===== src/rtl/mem_access_stage.sv =====
// Memory stage of the MIPS pipeline. Takes the ALU result from EX, runs the
// req/ack handshake to data memory for LW/SW, and presents registered results
// to writeback. Misaligned LW/SW and memory timeouts are flagged as
// single-cycle exception pulses alongside a wb_valid with reg write disabled.
//
// state  | meaning
// IDLE   | ready for a new instruction from EX
// ACCESS | memory request outstanding, EX stalled

`ifndef OPCODE_LW
`define OPCODE_LW 6'h23
`endif
`ifndef OPCODE_SW
`define OPCODE_SW 6'h2b
`endif

module mem_access_stage #(
  parameter int TIMEOUT_CYCLES = 16
) (
  input  logic        clk,
  input  logic        rst_n,
  input  logic        ex_valid,
  output logic        ex_ready,
  input  logic [5:0]  ex_opcode,
  input  logic [31:0] ex_alu_out,
  input  logic [31:0] ex_store_data,
  input  logic [4:0]  ex_dest,
  input  logic        ex_reg_write,
  output logic        mem_req,
  output logic        mem_we,
  output logic [31:0] mem_addr,
  output logic [31:0] mem_wdata,
  input  logic [31:0] mem_rdata,
  input  logic        mem_ack,
  output logic        wb_valid,
  output logic [31:0] wb_data,
  output logic [4:0]  wb_dest,
  output logic        wb_reg_write,
  output logic        exc_misalign,
  output logic        exc_bus_err
);

  typedef enum logic {
    IDLE   = 1'b0,
    ACCESS = 1'b1
  } state_t;

  // Last counter value before the access is declared dead.
  localparam logic [7:0] CNT_LAST = 8'(TIMEOUT_CYCLES - 1);

  state_t      state_q, state_d;
  logic [7:0]  cnt_q, cnt_d;
  logic        mem_req_q, mem_req_d;
  logic        mem_we_q, mem_we_d;
  logic [31:0] mem_addr_q, mem_addr_d;
  logic [31:0] mem_wdata_q, mem_wdata_d;
  logic [4:0]  dest_q, dest_d;
  logic        reg_write_q, reg_write_d;
  logic        wb_valid_q, wb_valid_d;
  logic [31:0] wb_data_q, wb_data_d;
  logic [4:0]  wb_dest_q, wb_dest_d;
  logic        wb_reg_write_q, wb_reg_write_d;
  logic        exc_misalign_q, exc_misalign_d;
  logic        exc_bus_err_q, exc_bus_err_d;

  logic is_lw, is_sw, is_mem;

  assign is_lw  = (ex_opcode == `OPCODE_LW);
  assign is_sw  = (ex_opcode == `OPCODE_SW);
  assign is_mem = is_lw | is_sw;

  // Next-state and next-output logic; pulses default low every cycle.
  always_comb begin
    state_d        = state_q;
    cnt_d          = cnt_q;
    mem_req_d      = mem_req_q;
    mem_we_d       = mem_we_q;
    mem_addr_d     = mem_addr_q;
    mem_wdata_d    = mem_wdata_q;
    dest_d         = dest_q;
    reg_write_d    = reg_write_q;
    wb_valid_d     = 1'b0;
    wb_data_d      = wb_data_q;
    wb_dest_d      = wb_dest_q;
    wb_reg_write_d = 1'b0;
    exc_misalign_d = 1'b0;
    exc_bus_err_d  = 1'b0;

    if (state_q == IDLE) begin
      if (ex_valid) begin
        if (!is_mem) begin
          wb_valid_d     = 1'b1;
          wb_data_d      = ex_alu_out;
          wb_dest_d      = ex_dest;
          wb_reg_write_d = ex_reg_write;
        end else if (ex_alu_out[1:0] != 2'b00) begin
          // Misaligned: report and retire without touching memory.
          exc_misalign_d = 1'b1;
          wb_valid_d     = 1'b1;
          wb_data_d      = 32'h0;
          wb_dest_d      = ex_dest;
        end else begin
          state_d     = ACCESS;
          cnt_d       = 8'd0;
          mem_req_d   = 1'b1;
          mem_we_d    = is_sw;
          mem_addr_d  = {ex_alu_out[31:2], 2'b00};
          mem_wdata_d = ex_store_data;
          dest_d      = ex_dest;
          reg_write_d = ex_reg_write;
        end
      end
    end else begin
      if (mem_ack) begin
        // Ack takes priority over a timeout in the same cycle.
        state_d    = IDLE;
        mem_req_d  = 1'b0;
        wb_valid_d = 1'b1;
        wb_dest_d  = dest_q;
        if (mem_we_q) begin
          wb_data_d = 32'h0;
        end else begin
          wb_data_d      = mem_rdata;
          wb_reg_write_d = reg_write_q;
        end
      end else if (cnt_q == CNT_LAST) begin
        state_d       = IDLE;
        mem_req_d     = 1'b0;
        exc_bus_err_d = 1'b1;
        wb_valid_d    = 1'b1;
        wb_data_d     = 32'h0;
        wb_dest_d     = dest_q;
      end else begin
        cnt_d = cnt_q + 8'd1;
      end
    end
  end

  // State and output registers; reset abandons any outstanding access.
  always_ff @(posedge clk or negedge rst_n) begin
    if (!rst_n) begin
      state_q        <= IDLE;
      cnt_q          <= 8'd0;
      mem_req_q      <= 1'b0;
      mem_we_q       <= 1'b0;
      mem_addr_q     <= 32'h0;
      mem_wdata_q    <= 32'h0;
      dest_q         <= 5'd0;
      reg_write_q    <= 1'b0;
      wb_valid_q     <= 1'b0;
      wb_data_q      <= 32'h0;
      wb_dest_q      <= 5'd0;
      wb_reg_write_q <= 1'b0;
      exc_misalign_q <= 1'b0;
      exc_bus_err_q  <= 1'b0;
    end else begin
      state_q        <= state_d;
      cnt_q          <= cnt_d;
      mem_req_q      <= mem_req_d;
      mem_we_q       <= mem_we_d;
      mem_addr_q     <= mem_addr_d;
      mem_wdata_q    <= mem_wdata_d;
      dest_q         <= dest_d;
      reg_write_q    <= reg_write_d;
      wb_valid_q     <= wb_valid_d;
      wb_data_q      <= wb_data_d;
      wb_dest_q      <= wb_dest_d;
      wb_reg_write_q <= wb_reg_write_d;
      exc_misalign_q <= exc_misalign_d;
      exc_bus_err_q  <= exc_bus_err_d;
    end
  end

  assign ex_ready     = (state_q == IDLE);
  assign mem_req      = mem_req_q;
  assign mem_we       = mem_we_q;
  assign mem_addr     = mem_addr_q;
  assign mem_wdata    = mem_wdata_q;
  assign wb_valid     = wb_valid_q;
  assign wb_data      = wb_data_q;
  assign wb_dest      = wb_dest_q;
  assign wb_reg_write = wb_reg_write_q;
  assign exc_misalign = exc_misalign_q;
  assign exc_bus_err  = exc_bus_err_q;

endmodule


===== config.mk =====
export PLATFORM = sky130hd
export DESIGN_NAME = mem_access_stage
export DESIGN_NICKNAME = d
export VERILOG_FILES = /design/src/rtl/mem_access_stage.sv
export SDC_FILE = /design/constraint.sdc
export NUM_CORES = 1
export LEC_CHECK = 0
export BUFFER_PORTS_ARGS = -buffer_cell sky130_fd_sc_hd__buf_4
export CORE_UTILIZATION = 47
export CTS_BUF_LIST = sky130_fd_sc_hd__clkbuf_16
export DETAILED_ROUTE_END_ITERATION = 10
export PLACE_DENSITY = 0.79
export SYNTH_ARGS = -nofsm -noshare
export SYNTH_HDL_FRONTEND = slang
export SYNTH_SLANG_ARGS = --single-unit
export TNS_END_PERCENT = 10

===== constraint.sdc =====
create_clock -name clk -period 2.5 [get_ports clk]
set_input_delay 0.5 -clock clk [delete_from_list [all_inputs] [get_ports clk]]
set_output_delay 0.5 -clock clk [all_outputs]
set_load 0.02 [all_outputs]

[Word level (Yosys, flattened, before mapping)]
Index checks and enable logic that the tools add are counted.
Storage, ports and cells
  bits in registers: 120
  logic and storage cells: 80
  input port bits: 112
  bits in read-only memories: 0
  latch bits: 0
  output and inout bits: 108
  RAM bits: 0
  memories: 0
Operators by class
  magnitude comparators: 0
  eq/ne operators: 8
  divide/modulo/power cells: 0
  bitwise operators: 3
  reductions and logical operators: 7
  multipliers: 0
  $add $sub $neg: 1
  multiplexer cells: 47
  shift operators: 0
Operators with widths (count)
  $mux W32: 7
  $mux W8: 6
  $mux W5: 6
  $mux W1: 28
  $eq A6 B6 Y1 const B: 2
  $add A8 B1 Y8 const B: 1
  $eq A8 B4 Y1 const B: 1
  $reduce_and A4 Y1: 2
  $ne A2 B2 Y1 const B: 3
  $ne A3 B2 Y1 const B: 2
  $reduce_bool A2 Y1: 3
  $reduce_and A5 Y1: 1
  $reduce_and A3 Y1: 1
  $not A1 Y1: 2
  $or A1 B1 Y1: 1

[Longest topological paths before layout]
  depth after elaboration: 5
  gate-level depth with buffers: 8
  depth with buffers taken out: 6

[Worst setup path after synthesis]
Ideal clock, no wire load.
  path kind: register to register
  start point: register cnt_q[0]
  end point: register wb_data_q[0], in the netlist wb_data[0]
  arrival time: 1.870 ns
  stages on the path, launching flop included: 9
  period minus slack after synthesis: 1.997 ns
  library setup time: 0.127 ns
  setup slack: 0.503 ns
  buffers on the path: 3
  required time: 2.373 ns
  path through: dfrtp_1 ha_1 and3_1 clkbuf_1 a21oi_2 a311oi_2 buf_6 buf_6 mux2_1
On the way
  longest elaborated chain between the ends: 3
Ends and longest elaborated chain
  start: declaration: line 52  | logic [7:0] cnt_q, cnt_d;
  start signal: assignment: line 158  | cnt_q <= cnt_d;
  $eq A8 B4 Y1: line 126  | end else if (cnt_q == CNT_LAST) begin
  $ne A3 B2 Y1 (no line)
  $reduce_and A3 Y1 (no line)
  end signal: assignment: line 166  | wb_data_q <= wb_data_d;
  end: declaration: line 60  | logic [31:0] wb_data_q, wb_data_d;
No other way between the ends.
A chain may end at the register's enable or synchronous reset.

[Worst setup path after layout]
  start point: register state_q
  end point: register wb_data_q[28], in the netlist wb_data[28]
On the way
  longest elaborated chain between the ends: 2
  elaborated cells between the ends (all ways): 5
  those cells by class: 2 x eq/ne; 1 x mux; 2 x reduce/logical
Ends and longest elaborated chain
  start: declaration: line 51  | state_t state_q, state_d;
  start signal: assignment: line 157  | state_q <= state_d;
  $ne A3 B2 Y1 (no line) or $reduce_bool A2 Y1 (tied branches)
  $reduce_and A3 Y1 (no line)
Several ways; a longest one is shown, not always the timed one.

==> run metrics <==
hold buffer count at cts=0; Post-synth ARST share=1.00; row count=37; first-pass detailed-route iteration total=4; die area=11100 um2; Setup Buffers After CTS=0; Area after DPL=6810 um2; Hold Crit Class=input port to async pin; die height=105 um; RSZ-0062 raised after global routing=false; worst path arrival time=2.42 ns; Yosys cell types=39; Final ANT Viol Nets=0; most common cell after layout, fill and taps aside=buf_4; vias=4340; status=finished, final reports clean; Avg WL per Cell=16.4 um; Post-synth EDFFs=0; Initial DRC Count=270; grt ovf=0; first-pass GRT wire length=22.3 mm; top_reg_cell synth=dfrtp_1; IO Port Bufs=217; Filler Cells Inserted=780; Yosys reg bits=120; Pwr Density=751 nW/um2; Critical Path Fanout Max=38; CP Capture Type=register; DRC=0; Antenna diodes=0; crit path launch=state_q; Worst Setup Path Type=register to register; Core ar.=10400 um2; Synth top area share=0.597; die width=105 um; final period demand of the worst path=2.13 ns; Setup TNS=0 ns; CTS Root Cell=clkbuf_16; Pleak=4.04 nW; Worst path max stage delay=0.56 ns; Final Hold Fails=0; cell taking the most area after synthesis=dfrtp_1; worst vdd ir=0.469 mV; Syn Area/Cell=10.5 um2; worst path cell trace=nand2b_1 -> a21oi_2 -> a311oi_4 -> buf_12 -> mux2_2; CTS Sinks=120; fin area=7410 um2; part of the cycle the worst path needs=0.851; gr usage total=0.259; initial core utilization=0.485; Worst R2R Start=state_q; CTS tree=yes; Synth Warn #=0; Mapped Cells=481; Post-Route WL=13.9 mm; Setup violations, final=0; Synth Cell Area=5030 um2; CTS buffer count=17; Clock Path Buffers=2; initial antenna violation count=0; worst skew pair latency=0.41 ns; Reg clk slew, reported paths=0.06 ns; H-Tree Depth=4; CP max-delay cell=dfrtp_1; post-CTS sizing=0; Max Cap Viol=0; fin nets=812; ranking of synthesized cells by area=dfrtp_1 60%, nand2_1 16%, a22o_1 5.7%; DR vias/cell=5.12; Final GP Congestion=0.823; commonest non-fill, non-tap cells in the layout=225 x buf_4, 212 x nand2_1, 120 x dfrtp_1, 33 x a22o_1, 24 x mux2_2; # IOs=220; clock skew=0.00586 ns; maximum number of pins on one net before global-route repair=58; max-slew violation count=0; maximum clock frequency=470 MHz; post-synthesis sequential area ratio=0.597; vias in the first global route=4434; CP required=2.79 ns; post-DP HPWL=9.69 mm; layout cells sized above 1=0.407; Critical Path Source Type=register; Layout area overhead=47.3%
==> registers in the layout (all words and copies together), names as in the netlist <==
signal	cells
mem_addr	30
state_q	1
mem_wdata	32
dest_q	5
cnt_q	8
wb_data	32
mem_we	1
wb_dest	5
mem_req	1
wb_valid	1
reg_write_q	1
wb_reg_write	1
exc_bus_err	1
exc_misalign	1
==> Yosys cell counts, types with 2 or more instances <==
cell and count:
nand2_1 212, and3_1 2, o21ai_0 3, nand2b_1 2, mux2_1 19, buf_4 3
buf_2 3, a21oi_1 4, clkbuf_1 19, nor2_1 4, inv_1 3, a31oi_1 2
nor2b_1 2, a22o_1 33, dfrtp_1 120, buf_6 2, nand3_1 3, mux2_2 24
==> metal layers <==
metal | GRT usage | routed length (um) | vias to the layer above
met5 | 0 | 0 | -
met4 | 0.106 | 347 | 0
met3 | 0.0680 | 774 | 30
met2 | 0.449 | 7280 | 157
met1 | 0.306 | 5530 | 2123
li1 | - | - | 2030
==> area by class of cell <==
class                   count  area [um2]  area share
clock inverters            15         178      0.0240
clock buffers              17         425      0.0574
flip-flops and latches    120        3000       0.405
well taps                 136         170      0.0230
multi-input cells         330        1890       0.255
repair buffers            227        1730       0.233
inverters                   3        11.3     0.00152
==> final timing paths <==
check / endpoint / slack, ns / cells after the start
min in group clk: mem_wdata[12] / 0.28 / 3
max in group asynchronous: wb_data[15] / 1.66 / 2
max: wb_data[28] / 0.37 / 5
min reg2reg: dest_q[4] / 0.46 / 2
min: mem_addr[13] / 0.05 / 1
max reg2reg: wb_data[28] / 0.37 / 5
==> power by group <==
group	total, W	leakage, nW	internal [W]	switching [W]
logic	0.000883	2.19	0.000427	0.000455
clock network	0.00247	0.282	0.00157	0.000903
registers	0.00221	1.56	0.00211	0.0000996
==> cells by family after synthesis <==
group / count (synthesis) / synth area share
compound gates: 50 / 0.0823
xor+xnor: 1 / 0.00174
fa+ha+maj: 1 / 0.00249
buf+inv: 32 / 0.0321
flops: 120 / 0.597
mux: 43 / 0.0962
other cells: 1 / 0.000745
simple gates: 233 / 0.188
==> worst max-delay path, delay by kind of cell (launching register included) <==
family	cells	cell delay, ns
multiplexers	1	0.37
flip-flops	1	0.56
buffers and inverters	1	0.27
AO/OA/AOI/OAI	2	0.45
AND/OR/NAND/NOR	1	0.33
==> metrics by stage <==
step                 util  setup slack, ns  hold slack, ns  instances  power [W]
finish              0.715            0.372          0.0483        848    0.00557
global route        0.715            0.253          0.0769        848    0.00576
CTS                 0.715            0.351          0.0626        848    0.00560
detailed placement  0.656            0.362           0.455        816    0.00313
global placement    0.656            0.388           0.447        816    0.00310
floorplan               -            0.503           0.204        482    0.00262
Power figures use the tool's default switching activity.
